<file path="src/rtl/blake2_pkg.sv">
// rtl/blake2_pkg.sv - shared BLAKE2 constants, parameter sets and sequencer state encoding
package blake2_pkg;

  typedef enum logic [2:0] {
    S_IDLE = 3'd0,
    S_KEY  = 3'd1,
    S_KPAD = 3'd2,
    S_MSG  = 3'd3,
    S_PAD  = 3'd4,
    S_HASH = 3'd5
  } state_t;

  localparam int BLOCK_BYTES = 64;

  // blake2s / blake2b parameter sets: word width, rounds, G rotations
  localparam int W_S = 32, R_S = 10, R1_S = 16, R2_S = 12, R3_S = 8,  R4_S = 7;
  localparam int W_B = 64, R_B = 12, R1_B = 32, R2_B = 24, R3_B = 16, R4_B = 63;

  // word 0 in the least significant position
  localparam logic [255:0] IV_S = {
    32'h5BE0CD19, 32'h1F83D9AB, 32'h9B05688C, 32'h510E527F,
    32'hA54FF53A, 32'h3C6EF372, 32'hBB67AE85, 32'h6A09E667};
  localparam logic [511:0] IV_B = {
    64'h5BE0CD19137E2179, 64'h1F83D9ABFB41BD6B, 64'h9B05688C2B3E6C1F, 64'h510E527FADE682D1,
    64'hA54FF53A5F1D36F1, 64'h3C6EF372FE94F82B, 64'hBB67AE8584CAA73B, 64'h6A09E667F3BCC908};

  // row r in bits [64r +: 64], element i of a row in nibble i
  localparam logic [639:0] SIGMA = {
    64'h0DC3E9BF5167482A, 64'h5A417D2C803B9EF6, 64'hA2684F05931CE7BD, 64'hB8293670A4DEF15C,
    64'h91EF57D438B0A6C2, 64'hD386CB1EFA427509, 64'h8F04A562EBCD1397, 64'h491763EADF250C8B,
    64'h357B20C16DF984AE, 64'hFEDCBA9876543210};

  function automatic logic [3:0] sigma(input int unsigned r, input int unsigned i);
    return SIGMA[(64 * (r % 10)) + (4 * i) +: 4];
  endfunction

endpackage

</file>
<file path="src/rtl/blake2_out_fwd.sv">
// rtl/blake2_out_fwd.sv - digest byte pass-through with byte counter and last marker
module blake2_out_fwd #(
  parameter int LEN_W = 7
) (
  input  logic             clk,
  input  logic             nreset,
  input  logic             en_i,
  input  logic [LEN_W-1:0] nn_i,
  input  logic             h_v_i,
  input  logic [7:0]       h_i,
  output logic             m_valid_o,
  output logic [7:0]       m_data_o,
  output logic             m_last_o,
  output logic             done_o
);

  logic [LEN_W-1:0] out_cnt_q, out_cnt_d;

  assign m_valid_o = en_i & h_v_i;
  assign m_data_o  = m_valid_o ? h_i : 8'h00;
  assign m_last_o  = m_valid_o && ((out_cnt_q + LEN_W'(1)) == nn_i);
  assign done_o    = m_last_o;

  always_comb begin
    out_cnt_d = out_cnt_q;
    if (m_last_o)       out_cnt_d = '0;
    else if (m_valid_o) out_cnt_d = out_cnt_q + LEN_W'(1);
  end

  always_ff @(posedge clk) begin
    if (!nreset) out_cnt_q <= '0;
    else         out_cnt_q <= out_cnt_d;
  end

endmodule

</file>
<file path="src/rtl/blake2_msg_sched.sv">
// rtl/blake2_msg_sched.sv - byte-stream to blake2 core sequencer: key/message blocking,
// zero padding, first/last/ll generation and digest forwarding
module blake2_msg_sched #(
  parameter int W           = 32,
  parameter int BLOCK_BYTES = blake2_pkg::BLOCK_BYTES,
  parameter int IDX_W       = 7,
  parameter int LEN_W       = 7,
  parameter int LL_W        = 2 * W
) (
  input  logic             clk,
  input  logic             nreset,
  input  logic             start_i,
  input  logic [LEN_W-1:0] kk_i,
  input  logic [LEN_W-1:0] nn_i,
  input  logic             empty_i,
  input  logic             s_valid_i,
  input  logic [7:0]       s_data_i,
  input  logic             s_last_i,
  output logic             s_ready_o,
  output logic [LEN_W-1:0] core_kk_o,
  output logic [LEN_W-1:0] core_nn_o,
  output logic [LL_W-1:0]  core_ll_o,
  output logic             core_first_o,
  output logic             core_last_o,
  output logic             core_data_v_o,
  output logic [IDX_W-1:0] core_idx_o,
  output logic [7:0]       core_data_o,
  input  logic             core_ready_i,
  input  logic             core_h_v_i,
  input  logic [7:0]       core_h_i,
  output logic             m_valid_o,
  output logic [7:0]       m_data_o,
  output logic             m_last_o,
  output logic             busy_o
);
  import blake2_pkg::*;

  state_t           state_q;
  logic [LEN_W-1:0] kk_q, nn_q, key_cnt_q;
  logic             empty_q, blk_first_q;
  logic [IDX_W-1:0] byte_idx_q;
  logic [LL_W-1:0]  ll_q;

  logic stream_st, pad_st, src_valid, xfer, wrap, key_done, hash_done;

  // upstream feeds key/message states; pad states source a constant zero byte
  assign stream_st = (state_q == S_KEY) || (state_q == S_MSG);
  assign pad_st    = (state_q == S_KPAD) || (state_q == S_PAD);
  assign src_valid = stream_st ? s_valid_i : pad_st;
  assign xfer      = src_valid & core_ready_i;
  assign wrap      = (byte_idx_q == IDX_W'(BLOCK_BYTES - 1));
  assign key_done  = ((key_cnt_q + LEN_W'(1)) == kk_q);

  assign s_ready_o     = core_ready_i & stream_st;
  assign core_data_v_o = xfer;
  assign core_data_o   = stream_st ? s_data_i : 8'h00;
  assign core_idx_o    = byte_idx_q;
  assign core_first_o  = blk_first_q;
  assign core_kk_o     = kk_q;
  assign core_nn_o     = nn_q;
  assign core_ll_o     = ll_q;
  assign busy_o        = (state_q != S_IDLE);

  always_comb begin
    core_last_o = 1'b0;
    case (state_q)
      S_PAD:          core_last_o = 1'b1;
      S_MSG:          core_last_o = s_valid_i & s_last_i;
      S_KEY, S_KPAD:  core_last_o = empty_q;
      default:        core_last_o = 1'b0;
    endcase
  end

  always_ff @(posedge clk) begin
    if (!nreset) begin
      state_q     <= S_IDLE;
      kk_q        <= '0;
      nn_q        <= '0;
      key_cnt_q   <= '0;
      empty_q     <= 1'b0;
      blk_first_q <= 1'b0;
      byte_idx_q  <= '0;
      ll_q        <= '0;
    end else begin
      case (state_q)
        S_IDLE: if (start_i) begin
          kk_q        <= kk_i;
          nn_q        <= nn_i;
          empty_q     <= empty_i;
          key_cnt_q   <= '0;
          byte_idx_q  <= '0;
          blk_first_q <= 1'b1;
          ll_q        <= '0;
          state_q     <= (kk_i != '0) ? S_KEY : (empty_i ? S_PAD : S_MSG);
        end
        S_KEY: if (xfer) begin
          key_cnt_q <= key_cnt_q + LEN_W'(1);
          if (key_done) begin
            if (wrap) begin
              ll_q    <= ll_q + LL_W'(BLOCK_BYTES);
              state_q <= empty_q ? S_HASH : S_MSG;
            end else begin
              state_q <= S_KPAD;
            end
          end
        end
        S_KPAD: if (xfer && wrap) begin
          ll_q    <= ll_q + LL_W'(BLOCK_BYTES);
          state_q <= empty_q ? S_HASH : S_MSG;
        end
        S_MSG: if (xfer) begin
          ll_q <= ll_q + LL_W'(1);
          if (s_last_i) state_q <= wrap ? S_HASH : S_PAD;
        end
        S_PAD:  if (xfer && wrap) state_q <= S_HASH;
        S_HASH: if (hash_done)    state_q <= S_IDLE;
        default: state_q <= S_IDLE;
      endcase
      if (xfer) begin
        byte_idx_q <= wrap ? '0 : byte_idx_q + IDX_W'(1);
        if (wrap) blk_first_q <= 1'b0;
      end
    end
  end

  blake2_out_fwd #(.LEN_W(LEN_W)) u_out_fwd (
    .clk       (clk),
    .nreset    (nreset),
    .en_i      (state_q == S_HASH),
    .nn_i      (nn_q),
    .h_v_i     (core_h_v_i),
    .h_i       (core_h_i),
    .m_valid_o (m_valid_o),
    .m_data_o  (m_data_o),
    .m_last_o  (m_last_o),
    .done_o    (hash_done)
  );

endmodule

</file>
<file path="config.mk">
export PLATFORM = sky130hd
export DESIGN_NAME = blake2_msg_sched
export DESIGN_NICKNAME = d
export VERILOG_FILES = /design/src/rtl/blake2_pkg.sv /design/src/rtl/blake2_out_fwd.sv /design/src/rtl/blake2_msg_sched.sv
export SDC_FILE = /design/constraint.sdc
export NUM_CORES = 1
export LEC_CHECK = 0
export ABC_CLOCK_PERIOD_IN_PS = 3800
export CORE_UTILIZATION = 50
export CTS_CLUSTER_DIAMETER = 80
export DETAILED_ROUTE_END_ITERATION = 8
export PLACE_DENSITY_LB_ADDON = 0.2
export SLEW_MARGIN = 25
export SYNTH_ARGS = -nofsm -noshare
export SYNTH_HDL_FRONTEND = slang
export SYNTH_SLANG_ARGS = --single-unit
</file>
<file path="constraint.sdc">
create_clock -name clk -period 3.8 [get_ports clk]
set_input_delay 0.76 -clock clk [delete_from_list [all_inputs] [get_ports clk]]
set_output_delay 0.76 -clock clk [all_outputs]
set_load 0.02 [all_outputs]
</file>
# == Yosys cells after proc, flatten, opt, wreduce, memory -nomap -nowiden ==
# Index checks and enable logic that the tools add are counted.
# word_totals
out_inout_bits,108
wordCells,89
ff_bits,104
# op_classes
add_sub_neg,5
n_eq_ne,17
reduce_logical,18
n_bitwise,5
muxes,35
# ops
op,n
$mux 64,6
$pmux 64 s4,1
$add 64x1->64 const B,1
$add 64x7->64 const B,1
$mux 3,12
$mux 7,5
$add 7x1->7 const B,3
$pmux 3 s6,1
$mux 8,2
$eq 7x7->1,2
$ne 2x2->1 const B,7
$pmux 7 s2,1
$reduce_and 8->1,1
$eq 7x6->1 const B,1
$reduce_and 7->1,1
$reduce_bool 7->1,1
$eq 3x2->1 const B,2
$eq 3x3->1 const B,2
$mux 1,6
$reduce_bool 2->1,3
$and 1x1->1,4
$ne 2x1->1 const B,2
$reduce_and 2->1,2
$reduce_bool 4->1,1
other kinds (9),12

# == Longest topological paths before layout ==
# Gate-level depths: netlist of the first run.
# logic_depth
depth_word,7
ltp_mapped,11

# == Cells and area by module ==
# A second synthesis of the first run with hierarchy kept.
# hier_totals
cells_unflattened,803
area_unflattened_um2,6094.6
# modules_own_cells
module,n_inst,cells_per_inst,area_each_um2,seq_area_each_um2
blake2_msg_sched,1,741,5539.1,1941.9
blake2_out_fwd,1,62,555.5,140.1

# == Least setup slack after synthesis of the first run ==
# OpenSTA, ideal clock, no wires.
# synth_timing
path_type,input to output
startpoint,input port core_h_v_i
endpoint,output port m_data_o[0]
path_slack_ns,1.313
t_arrival_ns,1.727
path_stages,4
cell_sequence,nand2_1 -> nor2_1 -> clkbuf_1 -> and2_1
# synth_via
elab_chain_len,2
# synth_rtl
element,line,rtl
from (decl),blake2_msg_sched.sv:29,"input logic core_h_v_i,"
$and 1x1->1,blake2_out_fwd.sv:19,assign m_valid_o = en_i & h_v_i;
named net m_valid_o,blake2_msg_sched.sv:31,"output logic m_valid_o,"
$mux 8,blake2_out_fwd.sv:20,assign m_data_o = m_valid_o ? h_i : 8'h00;
to (decl),blake2_msg_sched.sv:32,"output logic [7:0] m_data_o,"
# The timed path passes the listed nets, and every way through them passes these cells.

# == Worst setup path after layout of the first run ==
# layout_timing
startpoint,register u_out_fwd.out_cnt_q[2]
endpoint,output port m_last_o
# layout_via
elab_chain_len,3
# layout_rtl
element,line,rtl
from (decl),blake2_out_fwd.sv:17,"logic [LEN_W-1:0] out_cnt_q, out_cnt_d;"
from (signal assigned),blake2_out_fwd.sv:32,else out_cnt_q <= out_cnt_d;
$add 7x1->7,blake2_out_fwd.sv:21,assign m_last_o = m_valid_o && ((out_cnt_q + LEN_W'(1)) == nn_i);
$eq 7x7->1,blake2_out_fwd.sv:21,
$logic_and 1x1->1,blake2_out_fwd.sv:21,
to (decl),blake2_msg_sched.sv:33,"output logic m_last_o,"
# Every way passes these cells.

==> flow_summary.json, run 1 <==
{
  "n_fill_cell": 1067,
  "worstSetupPathType": "reg2out",
  "cts_resized": 0,
  "highest_layer": "met4",
  "viasPerCell": 6.287,
  "clk_latency_ns": 0.36,
  "clk_pin_slew_ns": 0.07,
  "setup_viol": 0,
  "ff_latch_area_sq_um": 2082,
  "die_area_sq_um": 12980,
  "place.port_buffers": 145,
  "wl_met3_um": 2319,
  "nNetsFinal": 1019,
  "postCtsSetupRepairBufs": 0,
  "slew_viol_final": 0,
  "grt_pass1_wl_um": 33400,
  "totalPowerFinal_mw": 4.573,
  "cts_buffers": 9,
  "drt-total-wl_um": 20820,
  "worst_setup_path_start_kind": "flip-flop",
  "fin_cells": 1148,
  "io-pin-count": 146,
  "detail-route-antenna-nets": 0,
  "drive_above_1_share_pct": 7.041,
  "h-tree-depth": 3,
  "cts_hold_buf": 0,
  "worst-r2r-cell-count": 8,
  "core-area_sq_um": 12110,
  "tightestPinTransition_ns": 0.8840,
  "grt_pass1_vias": 6579,
  "vias": 7218,
  "fin_skew_ns": 0.009492,
  "wire_per_inst_um": 18.13,
  "dpl_cell_area_sq_um": 7930,
  "die_h_um": 113.9,
  "drtIter0Drc": 780,
  "grt_usage_pct": 32.21,
  "period_share_pct": 93.70,
  "multi_input_area_sq_um": 3940,
  "synthCells": 842,
  "yosysUniqueCellTypes": 66,
  "status": "finished, final reports clean",
  "synth.top_cells.by_count": "nand2_1, dfxtp_1, nor2_1",
  "cts_tree": "done",
  "syn2layout_area_growth_pct": 31.14,
  "dpl.hpwl_um": 14520,
  "stdcell_area_sq_um": 8215,
  "wl_met1_um": 8845,
  "antenna_found_initial": 0,
  "synth_area_leaders": "dfxtp_1, nand2_1, a21oi_1",
  "synth_top_area_share_pct": 33.23,
  "synth_fp_nets": 885,
  "synth_edf_count": 0,
  "diodes": 0,
  "hold_violations": 0,
  "worst-endpoint-required_ns": 3.04,
  "firstDrtPassIters": 8,
  "synth_seq_area_share_pct": 33.23,
  "powerDensity_nw_per_um2": 556.7,
  "drt_drc_violations_left": 0,
  "cts_sinks": 104,
  "globalRouteOverflowTotal": 0,
  "met2_length_um": 9149,
  "fmax_mhz": 280.9,
  "start_util_pct": 51.73,
  "slew_headroom_pct": 41.00,
  "grt_max_degree": 58,
  "cts_root_buffer": "clkbuf_16",
  "rsz0062_at_grt": "no",
  "hold_depth": 2,
  "async_flop_share_pct": 0,
  "synth_most_common_cell": "nand2_1",
  "std_cell_rows": 40,
  "arrival_ns": 2.80,
  "cp_max_fo": 6,
  "pre_cts_ws_ns": 0.3958,
  "syn_avg_cell_area_sq_um": 7.440,
  "peakVddDrop_mv": 0.5013,
  "place_congestion": 0.9908,
  "netlist_area_sq_um": 6265,
  "place_inst": 1133,
  "setup_ws_ns": 0.2396,
  "yosysTopAreaCell": "dfxtp_1",
  "ys_ff_latch": 104,
  "min_path_type": "reg2reg",
  "synth_ff_type": "dfxtp_1",
  "critPathCaptureType": "primary output",
  "period_needed_ns": 3.560,
  "cap_violations": 0,
  "cts_max_path_buffers": 2,
  "power_leakage_nw": 2.744,
  "ys_warn_count": 0,
  "setup_tns_ns": 0,
  "chipWidth_um": 113.9
}
## stage by stage
stage          util (%)  hold WS [ns]
5_1_grt           67.83        0.5164
6_report          67.83        0.4854
3_5_place_dp      65.48        0.4734
3_3_place_gp      65.48        0.4673
2_1_floorplan         -        0.4523
4_1_cts           67.82        0.4881
## state kept, by name (all words and copies together) (netlist names)
register / count
empty_q: 1
core_kk_o: 7
core_idx_o: 7
state_q: 3
core_ll_o: 64
core_nn_o: 7
key_cnt_q: 7
u_out_fwd.out_cnt_q: 7
core_first_o: 1
## kinds of logic after synthesis
kind of cell | share of synthesized area [%]
buffers and inverters | 4.054
AOI/OAI and AO/OA | 24.63
xor gates and xnor gates | 3.875
and+or+nand+nor | 32.89
adders and majority gates | 0.9986
muxes | 0.3196
DFF | 33.23
## cell type report
cell class / instances / area share (%)
clock buffer: 13 / 3.290
clock inverter: 2 / 0.1675
inverter: 19 / 0.8833
multi-input combinational: 673 / 47.96
sequential: 104 / 25.34
tap: 168 / 2.559
timing repair buffer: 169 / 19.80
## critical path, cell delays in order, from the launching register on
cell and delay [ns]:
dfxtp_1 0.46, nand3_2 0.17, o21a_1 0.24, or4b_4 0.54, a221oi_4 0.37, clkdlybuf4s50_1 0.68
## metal layers
layer | GRT usage, % | vias up
li1 | - | 3394
met1 | 43.17 | 3315
met2 | 50.63 | 454
met3 | 7.705 | 55
met4 | 11.17 | 0
met5 | 0 | -
## final timing paths
| check | start | endpoint | slack (ns) |
|---|---|---|---|
| worst max-delay path | u_out_fwd.out_cnt_q[2]$_SDFFE_PP0P_ | m_last_o | 0.24 |
| worst min-delay path | key_cnt_q[6]$_SDFFE_PN0P_ | key_cnt_q[6]$_SDFFE_PN0P_ | 0.49 |
| worst max register to register | key_cnt_q[0]$_SDFFE_PN0P_ | core_ll_o[51]$_SDFFE_PN0P_ | 0.76 |
| worst min register to register | key_cnt_q[6]$_SDFFE_PN0P_ | key_cnt_q[6]$_SDFFE_PN0P_ | 0.49 |
## report_power, final
part	internal, mW	switching [mW]	total [mW]
combinational	0.820	1.58	2.40
clock	0.496	0.419	0.915
sequential	1.16	0.0988	1.26
total	2.47	2.10	4.57
## layout by cell type, fill, tap and decap left out, types with 4 or more instances in the layout
cell	Yosys	layout
clkdlybuf4s50_1	0	144
nand2_1	110	110
dfxtp_1	104	104
nor2_1	75	74
a21oi_1	74	74
o21ai_0	51	51
nor3_1	41	41
nand3_1	38	38
nand4_1	29	29
and2_1	24	24
buf_4	0	24
a31oi_1	23	23
inv_1	19	18
and3_1	18	18
xnor2_1	15	15
nor4_1	13	13
o221a_2	13	13
nand2b_1	10	10
xor2_1	10	10
a211oi_1	10	10
o211ai_1	9	9
a41oi_1	9	9
clkbuf_16	0	9
o31ai_1	8	8
nand3b_1	6	6
o41ai_1	6	6
and4_1	6	6
o21a_1	5	5
nor3b_1	5	5
or3_1	5	5
ha_1	5	5
nor2b_1	4	4
or2_2	4	4
No activity file was read; power rests on OpenSTA's default activity.
==> inputs of run 2 (changes only) <==
- PLACE_DENSITY: default -> 0.79
- PLACE_DENSITY_LB_ADDON: 0.2 -> default
==> run 2 against run 1 <==
  * First-iteration DRC count rose by 10%
  * Setup slack improved by 0.021 ns
  * Via count fell by 0.64%
  * Critical path type unchanged
  * Largest cell class unchanged
==> flow_summary.json, run 2 (synthesized netlist as in run 1, its figures left out) <==
{
  "cp_max_fo": 6,
  "drt_drc_violations_left": 0,
  "pre_cts_ws_ns": 0.3737,
  "antenna_found_initial": 0,
  "setup_viol": 0,
  "final_cell_mix": "clkdlybuf4s50_1, nand2_1, dfxtp_1, nor2_1, a21oi_1",
  "hold_violations": 0,
  "cts_tree": "done",
  "core-area_sq_um": 12110,
  "worst-endpoint-required_ns": 3.04,
  "drtIter0Drc": 860,
  "fin_cells": 1148,
  "cts_buffers": 9,
  "cts_root_buffer": "clkbuf_16",
  "peakVddDrop_mv": 0.3882,
  "viasPerCell": 6.247,
  "cts_sinks": 104,
  "syn2layout_area_growth_pct": 32.21,
  "rsz0062_at_grt": "no",
  "globalRouteOverflowTotal": 0,
  "grt_max_degree": 53,
  "firstDrtPassIters": 6,
  "setup_tns_ns": 0,
  "start_util_pct": 51.73,
  "clk_latency_ns": 0.36,
  "h-tree-depth": 3,
  "cts_max_path_buffers": 2,
  "die_h_um": 113.9,
  "cts_resized": 0,
  "period_share_pct": 93.13,
  "cap_violations": 0,
  "diodes": 0,
  "tightestPinTransition_ns": 0.9105,
  "std_cell_rows": 40,
  "grt_usage_pct": 32.57,
  "power_leakage_nw": 2.779,
  "drive_above_1_share_pct": 7.143,
  "period_needed_ns": 3.539,
  "vias": 7172,
  "critPathCaptureType": "primary output",
  "fmax_mhz": 282.6,
  "fin_skew_ns": 0.006027,
  "status": "finished, final reports clean",
  "dpl.hpwl_um": 14580,
  "nNetsFinal": 1018,
  "clk_pin_slew_ns": 0.07,
  "wire_per_inst_um": 18.14,
  "postCtsSetupRepairBufs": 0,
  "place_congestion": 0.9186,
  "detail-route-antenna-nets": 0,
  "place.port_buffers": 145,
  "drt-total-wl_um": 20830,
  "final_common_cell": "clkdlybuf4s50_1",
  "grt_pass1_vias": 6373,
  "slew_headroom_pct": 39.30,
  "worstSetupPathType": "reg2out",
  "place_inst": 1132,
  "slew_viol_final": 0,
  "largest_register_ff_count": 64,
  "setup_ws_ns": 0.2609,
  "die_area_sq_um": 12980,
  "chipWidth_um": 113.9,
  "cts_hold_buf": 0,
  "arrival_ns": 2.78,
  "min_path_type": "reg2reg",
  "powerDensity_nw_per_um2": 579.5,
  "grt_pass1_wl_um": 33420,
  "io-pin-count": 146,
  "worst_setup_path_start_kind": "flip-flop"
}
## run 2: cell types whose count changed in the layout (fill, tap and decap cells not counted)
cell / delta
o211ai_2: +1
o211ai_4: -1
inv_2: +1
clkbuf_1: -1
buf_4: -1
clkbuf_8: -2
bufinv_16: +4
clkinv_4: -1
## run 2: layer usage
metal	share of wire (%)	GRT usage, %
met1	43	45.30
met2	44	48.12
met3	9.8	7.492
met4	3.1	14.11
met5	0	0
## run 2: metrics by stage
stage / util, % / power, mW / area (sq um) / hold slack (ns)
after detailed placement: 65.34 / 3.590 / 7914 / 0.4623
final: 68.39 / 4.800 / 8283 / 0.4816
after global routing: 68.39 / 5.062 / 8283 / 0.4785
after global placement: 65.34 / 3.573 / 7914 / 0.4631
after CTS: 68.39 / 4.748 / 8283 / 0.4717
after floorplan: - / 2.795 / 6265 / 0.4523
## run 2: cell type report
cell class                      count  area [sq um]
Clock buffer                       10         239.0
Clock inverter                      6         130.1
Fill cell                        1039          3829
Inverter                           19         71.32
Multi-Input combinational cell    673          3931
Sequential cell                   104          2082
Tap cell                          168         210.2
Timing Repair Buffer              168          1619
## run 2: critical path: stages (launching register included)
cell	delay (ns)
dfxtp_1	0.47
nand3_2	0.16
o21a_1	0.23
or4b_4	0.53
a221oi_4	0.36
clkdlybuf4s50_1	0.67
## run 2: final timing paths
| path | start | endpoint | slack, ns | cells after the start |
|---|---|---|---|---|
| max reg2reg | state_q[0]$_SDFFE_PN0P_ | core_ll_o[51]$_SDFFE_PN0P_ | 0.70 | 6 |
| max | u_out_fwd.out_cnt_q[2]$_SDFFE_PP0P_ | m_last_o | 0.26 | 5 |
| min reg2reg | core_idx_o[6]$_SDFFE_PN0P_ | core_idx_o[6]$_SDFFE_PN0P_ | 0.48 | 2 |
| min | core_idx_o[6]$_SDFFE_PN0P_ | core_idx_o[6]$_SDFFE_PN0P_ | 0.48 | 2 |
## run 2: power by group
group / internal [mW] / switching, mW / total, mW
clock network: 0.726 / 0.430 / 1.16
logic: 0.818 / 1.55 / 2.37
registers: 1.16 / 0.121 / 1.28
